--- src/rtl/alu_pkg.sv ---
// Shared definitions for alu_seq: funct codes, FSM state encoding and
// sign-magnitude helpers.
package alu_pkg;

    localparam int WMAX = 128;
    typedef logic [WMAX-1:0] wide_t;

    typedef enum logic [1:0] {
        S_IDLE = 2'd0,
        S_MUL  = 2'd1,
        S_DIV  = 2'd2,
        S_DONE = 2'd3
    } state_t;

    // Base ops are decoded on funct_alu[2:0]; bit 3 selects SUB / SRA.
    localparam logic [2:0] F3_ADD = 3'b000;
    localparam logic [2:0] F3_SLL = 3'b001;
    localparam logic [2:0] F3_XOR = 3'b100;
    localparam logic [2:0] F3_SR  = 3'b101;
    localparam logic [2:0] F3_OR  = 3'b110;
    localparam logic [2:0] F3_AND = 3'b111;

    localparam logic [2:0] M_MUL    = 3'b000;
    localparam logic [2:0] M_MULH   = 3'b001;
    localparam logic [2:0] M_MULHSU = 3'b010;
    localparam logic [2:0] M_MULHU  = 3'b011;
    localparam logic [2:0] M_DIV    = 3'b100;
    localparam logic [2:0] M_DIVU   = 3'b101;
    localparam logic [2:0] M_REM    = 3'b110;
    localparam logic [2:0] M_REMU   = 3'b111;

    // Two's-complement negate when neg is set; callers truncate to their width.
    function automatic wide_t cond_neg(input wide_t v, input logic neg);
        return neg ? (~v + wide_t'(1)) : v;
    endfunction

endpackage

--- src/rtl/alu_seq_div.sv ---
// Iterative restoring divider on magnitudes, one quotient bit per cycle.
// done is combinational in the final iteration cycle, with signed results.
module alu_seq_div
    import alu_pkg::*;
#(
    parameter int XLEN = 32
) (
    input  logic            clk,
    input  logic            rst,
    input  logic            abort,
    input  logic            start,
    input  logic            is_signed,
    input  logic [XLEN-1:0] dividend,
    input  logic [XLEN-1:0] divisor,
    output logic            done,
    output logic [XLEN-1:0] quotient,
    output logic [XLEN-1:0] remainder
);

    localparam int CNT_W = $clog2(XLEN) + 1;
    localparam logic [CNT_W-1:0] CNT_LAST = CNT_W'(XLEN);

    logic            busy_q;
    logic [CNT_W-1:0] cnt_q, cnt_step;
    logic [XLEN-1:0] quo_q, rem_q, dvs_q;
    logic [XLEN-1:0] quo_step, rem_step;
    logic            negq_q, negr_q;
    logic            s1, s2;
    logic [XLEN:0]   shifted, trial;

    always_comb begin
        s1        = is_signed & dividend[XLEN-1];
        s2        = is_signed & divisor[XLEN-1];
        shifted   = {rem_q, quo_q[XLEN-1]};
        trial     = shifted - {1'b0, dvs_q};
        rem_step  = trial[XLEN] ? shifted[XLEN-1:0] : trial[XLEN-1:0];
        quo_step  = {quo_q[XLEN-2:0], ~trial[XLEN]};
        cnt_step  = cnt_q + CNT_W'(1);
        done      = busy_q && (cnt_step == CNT_LAST);
        // Quotient sign is sign1^sign2; remainder follows the dividend.
        quotient  = XLEN'(cond_neg(wide_t'(quo_step), negq_q));
        remainder = XLEN'(cond_neg(wide_t'(rem_step), negr_q));
    end

    always_ff @(posedge clk) begin
        if (rst) begin
            busy_q <= 1'b0;
            cnt_q  <= '0;
            quo_q  <= '0;
            rem_q  <= '0;
            dvs_q  <= '0;
            negq_q <= 1'b0;
            negr_q <= 1'b0;
        end else if (abort) begin
            busy_q <= 1'b0;
            cnt_q  <= '0;
        end else if (start) begin
            busy_q <= 1'b1;
            cnt_q  <= '0;
            quo_q  <= XLEN'(cond_neg(wide_t'(dividend), s1));
            rem_q  <= '0;
            dvs_q  <= XLEN'(cond_neg(wide_t'(divisor), s2));
            negq_q <= s1 ^ s2;
            negr_q <= s1;
        end else if (busy_q) begin
            quo_q <= quo_step;
            rem_q <= rem_step;
            cnt_q <= cnt_step;
            if (done) begin
                busy_q <= 1'b0;
            end
        end
    end

endmodule

--- src/rtl/alu_seq.sv ---
// Handshaked RV ALU with iterative M-extension; optional ALU_SEQ_FAST_MUL_EN
// replaces the shift-add multiplier with a single-cycle multiply.
//   state  | meaning
//   IDLE   | waiting for a request (in_ready=1)
//   MUL    | shift-add multiply iterating (busy=1)
//   DIV    | restoring divider iterating (busy=1)
//   DONE   | result held on aluout (out_valid=1)
module alu_seq
    import alu_pkg::*;
#(
    parameter int XLEN = 32
) (
    input  logic            clk,
    input  logic            rst,
    input  logic            flush,
    input  logic            in_valid,
    output logic            in_ready,
    input  logic [XLEN-1:0] aluin1,
    input  logic [XLEN-1:0] aluin2,
    input  logic [3:0]      funct_alu,
    input  logic            mext,
    output logic            out_valid,
    input  logic            out_ready,
    output logic [XLEN-1:0] aluout,
    output logic            busy
);

    localparam int SHAMT_W = $clog2(XLEN);
    localparam int PW      = 2 * XLEN;
    localparam logic [SHAMT_W:0] CNT_LAST = (SHAMT_W+1)'(XLEN);
    localparam logic [XLEN-1:0]  MOST_NEG = {1'b1, {(XLEN-1){1'b0}}};

    state_t           state_q, state_d;
    logic [XLEN-1:0]  result_q, result_d;
    logic [XLEN-1:0]  mcand_q, mcand_d;
    logic [PW-1:0]    acc_q, acc_d;
    logic [SHAMT_W:0] cnt_q, cnt_d, cnt_step;
    logic             neg_q, neg_d;
    logic             sel_q, sel_d;

    logic                   accept;
    logic [2:0]             f3;
    logic [SHAMT_W-1:0]     shamt;
    logic [XLEN-1:0]        base_res;
    logic signed [XLEN-1:0] sra_res;
    logic                   m_s1, m_s2, mul_hi, d_signed, d_rem;
    logic                   div_zero, div_ovf, div_start, div_done;
    logic [XLEN-1:0]        div_quo, div_rem, addend;
    logic [XLEN:0]          msum;
    logic [PW-1:0]          acc_step, mprod;
`ifdef ALU_SEQ_FAST_MUL_EN
    logic [PW-1:0]          fa, fb, fprod;
`endif

    assign in_ready  = (state_q == S_IDLE) || (state_q == S_DONE && out_ready);
    assign out_valid = (state_q == S_DONE);
    assign busy      = (state_q == S_MUL) || (state_q == S_DIV);
    assign aluout    = result_q;
    assign accept    = in_valid && in_ready && !flush;

    always_comb begin
        f3       = funct_alu[2:0];
        shamt    = aluin2[SHAMT_W-1:0];
        sra_res  = $signed(aluin1) >>> shamt;
        case (f3)
            F3_ADD:  base_res = funct_alu[3] ? (aluin1 - aluin2) : (aluin1 + aluin2);
            F3_SLL:  base_res = aluin1 << shamt;
            F3_XOR:  base_res = aluin1 ^ aluin2;
            F3_SR:   base_res = funct_alu[3] ? sra_res : (aluin1 >> shamt);
            F3_OR:   base_res = aluin1 | aluin2;
            F3_AND:  base_res = aluin1 & aluin2;
            default: base_res = '0;
        endcase

        m_s1     = aluin1[XLEN-1] & ((f3 == M_MULH) || (f3 == M_MULHSU));
        m_s2     = aluin2[XLEN-1] & (f3 == M_MULH);
        mul_hi   = (f3 != M_MUL);
        d_signed = (f3 == M_DIV) || (f3 == M_REM);
        d_rem    = (f3 == M_REM) || (f3 == M_REMU);
        div_zero = (aluin2 == '0);
        div_ovf  = d_signed && (aluin1 == MOST_NEG) && (aluin2 == {XLEN{1'b1}});

        addend   = acc_q[0] ? mcand_q : {XLEN{1'b0}};
        msum     = {1'b0, acc_q[PW-1:XLEN]} + {1'b0, addend};
        acc_step = {msum, acc_q[XLEN-1:1]};
        mprod    = PW'(cond_neg(wide_t'(acc_step), neg_q));
        cnt_step = cnt_q + (SHAMT_W+1)'(1);
`ifdef ALU_SEQ_FAST_MUL_EN
        fa       = {{XLEN{m_s1}}, aluin1};
        fb       = {{XLEN{m_s2}}, aluin2};
        fprod    = fa * fb;
`endif
    end

    always_comb begin
        state_d   = state_q;
        result_d  = result_q;
        mcand_d   = mcand_q;
        acc_d     = acc_q;
        cnt_d     = cnt_q;
        neg_d     = neg_q;
        sel_d     = sel_q;
        div_start = 1'b0;

        case (state_q)
            S_MUL: begin
                acc_d = acc_step;
                cnt_d = cnt_step;
                if (cnt_step == CNT_LAST) begin
                    result_d = sel_q ? mprod[PW-1:XLEN] : mprod[XLEN-1:0];
                    state_d  = S_DONE;
                end
            end
            S_DIV: begin
                if (div_done) begin
                    result_d = sel_q ? div_rem : div_quo;
                    state_d  = S_DONE;
                end
            end
            S_DONE: begin
                if (out_ready) begin
                    state_d = S_IDLE;
                end
            end
            default: ;
        endcase

        if (accept) begin
            if (!mext) begin
                result_d = base_res;
                state_d  = S_DONE;
            end else if (!f3[2]) begin
`ifdef ALU_SEQ_FAST_MUL_EN
                result_d = mul_hi ? fprod[PW-1:XLEN] : fprod[XLEN-1:0];
                state_d  = S_DONE;
`else
                mcand_d = XLEN'(cond_neg(wide_t'(aluin1), m_s1));
                acc_d   = {{XLEN{1'b0}}, XLEN'(cond_neg(wide_t'(aluin2), m_s2))};
                neg_d   = m_s1 ^ m_s2;
                sel_d   = mul_hi;
                cnt_d   = '0;
                state_d = S_MUL;
`endif
            end else if (div_zero) begin
                result_d = d_rem ? aluin1 : {XLEN{1'b1}};
                state_d  = S_DONE;
            end else if (div_ovf) begin
                result_d = d_rem ? {XLEN{1'b0}} : MOST_NEG;
                state_d  = S_DONE;
            end else begin
                div_start = 1'b1;
                sel_d     = d_rem;
                state_d   = S_DIV;
            end
        end

        // Redirect wins over everything, including a same-cycle request.
        if (flush) begin
            state_d = S_IDLE;
            cnt_d   = '0;
        end
    end

    always_ff @(posedge clk) begin
        if (rst) begin
            state_q  <= S_IDLE;
            result_q <= '0;
            mcand_q  <= '0;
            acc_q    <= '0;
            cnt_q    <= '0;
            neg_q    <= 1'b0;
            sel_q    <= 1'b0;
        end else begin
            state_q  <= state_d;
            result_q <= result_d;
            mcand_q  <= mcand_d;
            acc_q    <= acc_d;
            cnt_q    <= cnt_d;
            neg_q    <= neg_d;
            sel_q    <= sel_d;
        end
    end

    alu_seq_div #(.XLEN(XLEN)) u_div (
        .clk       (clk),
        .rst       (rst),
        .abort     (flush),
        .start     (div_start),
        .is_signed (d_signed),
        .dividend  (aluin1),
        .divisor   (aluin2),
        .done      (div_done),
        .quotient  (div_quo),
        .remainder (div_rem)
    );

endmodule
--- config.mk ---
export PLATFORM = sky130hd
export DESIGN_NAME = alu_seq
export DESIGN_NICKNAME = d
export VERILOG_FILES = /design/src/rtl/alu_pkg.sv /design/src/rtl/alu_seq_div.sv /design/src/rtl/alu_seq.sv
export SDC_FILE = /design/constraint.sdc
export NUM_CORES = 2
export LEC_CHECK = 0
export ABC_AREA = 1
export CAP_MARGIN = 20
export CELL_PAD_IN_SITES_DETAIL_PLACEMENT = 0
export CELL_PAD_IN_SITES_GLOBAL_PLACEMENT = 2
export CORE_MARGIN = 4
export CORE_UTILIZATION = 32
export DETAILED_ROUTE_END_ITERATION = 6
export DONT_BUFFER_PORTS = 1
export PLACE_DENSITY_LB_ADDON = 0.1
export SLEW_MARGIN = 30
export SYNTH_ARGS = -nofsm -noshare
export SYNTH_HDL_FRONTEND = slang
export SYNTH_SLANG_ARGS = --single-unit
--- constraint.sdc ---
create_clock -name clk -period 5.85 [get_ports clk]
set_clock_uncertainty 0.2 [all_clocks]
set_input_delay 1.17 -clock clk [delete_from_list [all_inputs] [get_ports clk]]
set_output_delay 1.17 -clock clk [all_outputs]
set_load 0.02 [all_outputs]
---- Yosys cells after proc, flatten, opt, wreduce, memory -nomap -nowiden ----
Index checks and enable logic that the tools add are counted.
word-level totals
  bits in registers ....................... 243
  bits of input ports ..................... 74
  output and inout port bits .............. 35
  word-level logic and storage cells ...... 144
cells by class
  add/subtract/negate cells ............... 11
  eq/ne operators ......................... 18
  shifts and indexed selects .............. 3
  muxes and demuxes ....................... 56
  bitwise gates (word level) .............. 17
  reduce and logical (&&, ||, !) cells .... 25
operators by type and width
  kind                                                              count
  32-bit 2-to-1 mux                                                 25
  64-bit 2-to-1 mux                                                 5
  32-bit case mux with 6 select lines                               1
  32-bit by 1-bit adder with 32-bit output (second input constant)  4
  32-bit NOT                                                        4
  64-bit by 1-bit adder with 64-bit output (second input constant)  1
  32-bit equality test (second input constant)                      2
  64-bit NOT                                                        1
  32-bit case mux with 2 select lines                               1
  32-bit by 32-bit adder with 33-bit output                         1
  33-bit by 32-bit subtractor with 33-bit output                    1
  32-bit adder                                                      1
  32-bit bitwise AND                                                1
  32-bit zero test                                                  1
  32-bit OR                                                         1
  32-bit by 5-bit left shift with 32-bit output                     1
  32-bit by 5-bit >> shifter with 32-bit output                     1
  32-bit by 5-bit >>> shifter with 32-bit output                    1
  32-bit subtractor                                                 1
  32-bit XOR                                                        1
  6-bit 2-to-1 mux                                                  4
  1-bit 2-to-1 mux                                                  13
  6-bit by 1-bit adder with 6-bit output (second input constant)    2
  3-bit equality test (second input constant)                       4
  other kinds (27)                                                  52

---- Logic depth before layout (Yosys ltp) ----
  depth in word-level cells ............... 13
  gate-level depth with buffers ........... 38
  depth with buffers taken out ............ 36

---- Hierarchy ----
A second synthesis with hierarchy kept.
unflattened totals
  cells, all modules ...................... 5736
  area total of the unflattened synthesis .. 31587.8 um^2
modules (own cells, without submodules)
  module       times used  cells an instance  area an instance (um^2)  sequential area each (um^2)
  alu_seq      1           3893               21219.1                  2762.6
  alu_seq_div  1           1843               10368.7                  2102.0

---- Worst setup path before layout ----
OpenSTA, ideal clock, no wires.
  path kind ............................... input-to-reg
  start point ............................. input port aluin2[1]
  end point ............................... register result_q[29] (netlist: aluout[29])
  setup time .............................. 110 ps
  arrival time ............................ 5470 ps
  data required time ...................... 5540 ps
  setup slack ............................. 70 ps
  stages on the path ...................... 33
  path buffers ............................ 4
  cell sequence ........................... buf_2 > inv_1 > buf_1 > buf_1 > clkbuf_1 > ha_1 > nand3_2 > nor2_2 > nand4_2 > nor2_2 > nand3_1 > o21ai_0 > nand2_1 > nand2_1 > o21ai_0 > ha_1 > nand2_1 > nor2_1 > inv_1 > nor3_1 > nand3_1 > nand3_1 > nand2_1 > o211ai_1 > a31oi_1 > o21ai_0 > a21oi_1 > o21ai_0 > nand3b_1 > nand2_1 > nand3_1 > nand2_1 > inv_1
between the ends
  word-level cells in the longest chain between the ends .. 7
  elaborated cells on any way between the ends .. 16
  classes of those cells .................. 2 x add/sub; 1 x eq/ne; 3 x shift; 8 x mux; 2 x reduce/logical
RTL lines
  what                                                  RTL line        text
  from (decl)                                           alu_seq.sv:19   input logic [XLEN-1:0] aluin2,
  branches (longest 5 deep; another with 32-bit adder)  -
  32-bit 2-to-1 mux *                                   alu_seq.sv:129  if (!mext) begin
  32-bit 2-to-1 mux *                                   alu_seq.sv:128  if (accept) begin
  to (signal assigned)                                  alu_seq.sv:175  result_q <= result_d;
  to (decl)                                             alu_seq.sv:34   logic [XLEN-1:0] result_q, result_d;
Every way passes the cells marked *.
A chain may end at the register's enable or synchronous reset.

---- Final worst setup path ----
  start point ............................. input port aluin2[0]
  end point ............................... register result_q[18] (netlist: aluout[18])
The elaborated chain is that of the path after synthesis.

==> out/qor.csv <==
stage,metric,value,unit
setup_path,r2r-start,u_div.quo_q[31],
setup_path,start_kind,primary input,
clock_tree,htreeDepth,2,
setup_path,cp_slowest_stage_delay,0.71,ns
floorplan,die_h,313,µm
detailed_routing,drt_pass1_iterations,7,
min_path,worstHoldPathCells,2,
place,port_buffers,0,
detailed_routing,drc,8,
setup_path,worstSetupPathType,in -> reg,
global_route,grtUsageTotal,35.1,%
synth,ys_seq_area_share,16.3,%
synth,yosys.area.top_type,nand2_1,
min_path,whs_endpoint,mcand_q[14],
detailed_routing,num_vias,36000,
setup_path,cp_max_fo,48,
setup_path,crit_top_cell,nand2_1,
place,post-dp-hpwl,144000,µm
pwr,p_int,4.19,mW
synth,yosys_warnings,0,
timing,finalSetupTns,0,ns
finish,nFillCells,10700,
finish,fin_nets,5356,
global_route,grt_pass1_vias,33300,
clock_tree,clockBufferDepth,3,
clock_tree,post-cts-setup-buffer-count,0,
pwr,power.density,252,nW/µm²
pwr,sequentialPowerShare,23.2,%
setup_path,arrival,5.61,ns
timing,fmax,187,MHz
clock_tree,ctsRootBufferMaster,clkbuf_16,
floorplan,rows,111,
detailed_routing,ant_nets,0,
floorplan,die_w,313,µm
synth,synth.distinct_cells,73,
floorplan,pin_count,109,
pwr,comb_power_share,47.6,%
timing,tightest_slew,1.12,ns
finish,final_cell_mix,"nand2_1, inv_1, o21ai_0",
global_route,grt_max_degree,91,
detailed_routing,routed_via_density,5.65,
global_route,antenna_found_initial,22,
clock_tree,numCtsBuffers,36,
place,gp_congestion,1.03,
clock_tree,insertion_delay,0.58,ns
job,drv_cap,0,
setup_path,r2r_end,aluout[24],
synth,ys_ff_latch,243,
synth,syn-num-nets,5501,
timing,finalCritPeriodShare,91.4,%
finish,mostFrequentLayoutCell,nand2_1,
floorplan,dieArea,98000,µm²
min_path,hp-start,mcand_q[14],
timing,grt_setup_unrepaired,no,
pwr,swShare,48.2,%
timing,maxSlewViolCount,0,
setup_path,cp_top_family,compound AO/OA/AOI/OAI gates,
global_route,grt-ovfl-total,0,
setup_path,crit_required,6.11,ns
clock_tree,hold_buffers,0,
pwr,p_clk_share,29.2,%
timing,finalSetupViolations,0,
global_route,grt_pass1_wl,250000,µm
synth,yosys_most_used_dff,dfxtp_1,
setup_path,rr_worst_depth,30,
synth,synth_async_sr_flop_share,0,%
setup_path,r2r_slack,0.75,ns
finish,utilization,35.0,%
floorplan,initial_utilization,32.4,%
synth,synth_edf_count,0,
setup_path,crit_slowest_cell,o21ai_0,
pwr,p_sw,3.90,mW
detailed_routing,routed_wirelength,181000,µm
pwr,leakage,14.9,nW
min_path,min_path_type,reg -> reg,
synth,syn_area,29800,µm²
detailed_routing,drt_iter0_markers,4131,
clock_tree,ctsResizeCount,0,
detailed_routing,wl_per_cell,28.4,µm
status,violations,DRC,
finish,drive_above_1_share,5.54,%
setup_path,crit_chain,nor2_4 > nand2_1 > nor2_2 > nand2_1 > nor2_2 > nand3_2 > nor2_4 > xor2_1 > nand2_1 > o21ai_0 > ha_1 > a21oi_1 > o221ai_1 > a21oi_1 > o221ai_1 > o21ai_0 > o2111ai_1 > nand2_1 > o21ai_0 > inv_1 > a21oi_1,
finish,synthToLayoutAreaGrowth,7.96,%
setup_path,crit_path_end_kind,flip-flop,
setup_path,cp_num_buf_inv,1,
clock_tree,cts_sinks,243,
floorplan,core,91900,µm²
timing,slew_headroom,24.9,%
pwr,ir_worst_vdd,0.170,mV
synth,yosys.area.top_type_share,18.7,%
synth,synth_cells,5249,
clock_tree,clk_pin_slew_worst_paths,0.06,ns
synth,avgSynthCellArea,5.67,µm²
timing,period_minus_slack,5.35,ns
status,status,"finished, violations left",
timing,finalHoldViolCount,0,
clock_tree,cts_tree,done,
synth,synthTopCellsByArea,"nand2_1, dfxtp_1, o21ai_0",
through the flow:
stage / hold slack (ns) / power (mW) / cell area, µm² / setup WS [ns] / instances
final: 0.263 / 8.09 / 32200 / 0.501 / 6376
after global routing: 0.282 / 8.53 / 32200 / 0.262 / 6376
after CTS: 0.265 / 8.07 / 32100 / 0.747 / 6373
after detailed placement: 0.251 / 5.69 / 30900 / 0.166 / 6309
after global placement: 0.247 / 5.71 / 30900 / 0.152 / 6309
after floorplan: 0.228 / 4.50 / 29800 / 0.0700 / 5249
worst register-to-register path: cells and delay by family (launching register included):
kind | cells | cell delay [ns]
buf+inv | 4 | 0.38
simple gates | 19 | 2.72
compound gates | 4 | 0.58
fa+ha+maj | 3 | 0.83
flops | 1 | 0.30
sequential cells by signal, indices dropped and copies added (netlist names):
name and cells:
acc_q 64, aluout 32, cnt_q 6, mcand_q 32, neg_q 1, sel_q 1
state_q 2, u_div.busy_q 1, u_div.cnt_q 6, u_div.dvs_q 32, u_div.negq_q 1, u_div.negr_q 1
u_div.quo_q 32, u_div.rem_q 32
synth_stat cells, types with 7 or more instances:
cell          n
nand3_2       7
nor2_4        8
o21a_1       21
xor2_1       79
dfxtp_1     243
buf_1        33
xnor2_1      26
a21oi_1     372
nor4_1       20
nand3b_1     20
clkbuf_1    198
nand3_1     238
buf_6        11
o221ai_1     14
nand4_1      60
a32o_1       18
inv_1       660
a31oi_1      55
a32oi_1       7
buf_2        22
o2111ai_1    16
o22ai_1      27
nor2_1      455
inv_2        11
nand2_2      20
clkinv_1     14
a221oi_1     23
a211oi_1     46
o21ai_0     529
o21ai_1       9
nand2_1    1481
o211ai_1     78
nor2_2       23
o31ai_1      11
nor3_1       83
mux2i_1      25
ha_1        175
or2_2        24
power by group through the flow:
stage | Combinational, mW | Clock, mW | Sequential, mW
detailed placement | 3.79 | 0 | 1.90
finish | 3.85 | 2.36 | 1.87
CTS | 3.80 | 2.40 | 1.87
floorplan | 2.67 | 0 | 1.83
global route | 4.22 | 2.44 | 1.88
global placement | 3.81 | 0 | 1.90
how the worst max path moves through the flow:
stage               from    endpoint  slack, ns  cells after the start
2_1_floorplan  aluin2[1]  aluout[29]       0.07                     33
3_3_place_gp   aluin2[0]  aluout[19]       0.15                     24
3_5_place_dp   aluin2[0]  aluout[18]       0.17                     21
4_1_cts        aluin2[0]  aluout[18]       0.75                     21
5_1_grt        aluin2[0]  aluout[29]       0.26                     29
6_report       aluin2[0]  aluout[18]       0.50                     21
cell families (layout without fill, tap and decap cells):
kind of cell               after synthesis  count (layout)  share of synthesized area (%)
adders and majority gates              178             178                           7.55
buffers and inverters                  955             836                           12.5
xor gates and xnor gates               105             105                           3.09
DFF                                    243             243                           16.3
other                                    0               3                              0
AOI/OAI and AO/OA                     1271            1271                           24.7
and+or+nand+nor                       2472            2472                           35.0
muxes                                   25              25                          0.840
cell type report:
type	count	area (µm²)	area share, %
tap	1243	1560	4.84
timing repair buffer	85	663	2.06
clock inverter	23	292	0.907
multi-input combinational	4051	21200	66.0
sequential	243	4870	15.1
inverter	687	2580	8.04
clock buffer	41	950	2.95
antenna	3	7.51	0.0233
layer usage:
metal	wire (µm)	part of all wire, %	global-route usage, %
met1	76000	42	46.1
met2	79100	44	55.4
met3	15500	8.5	6.64
met4	10300	5.7	17.0
met5	91	0.050	0
No activity file was read; power rests on OpenSTA's default activity.
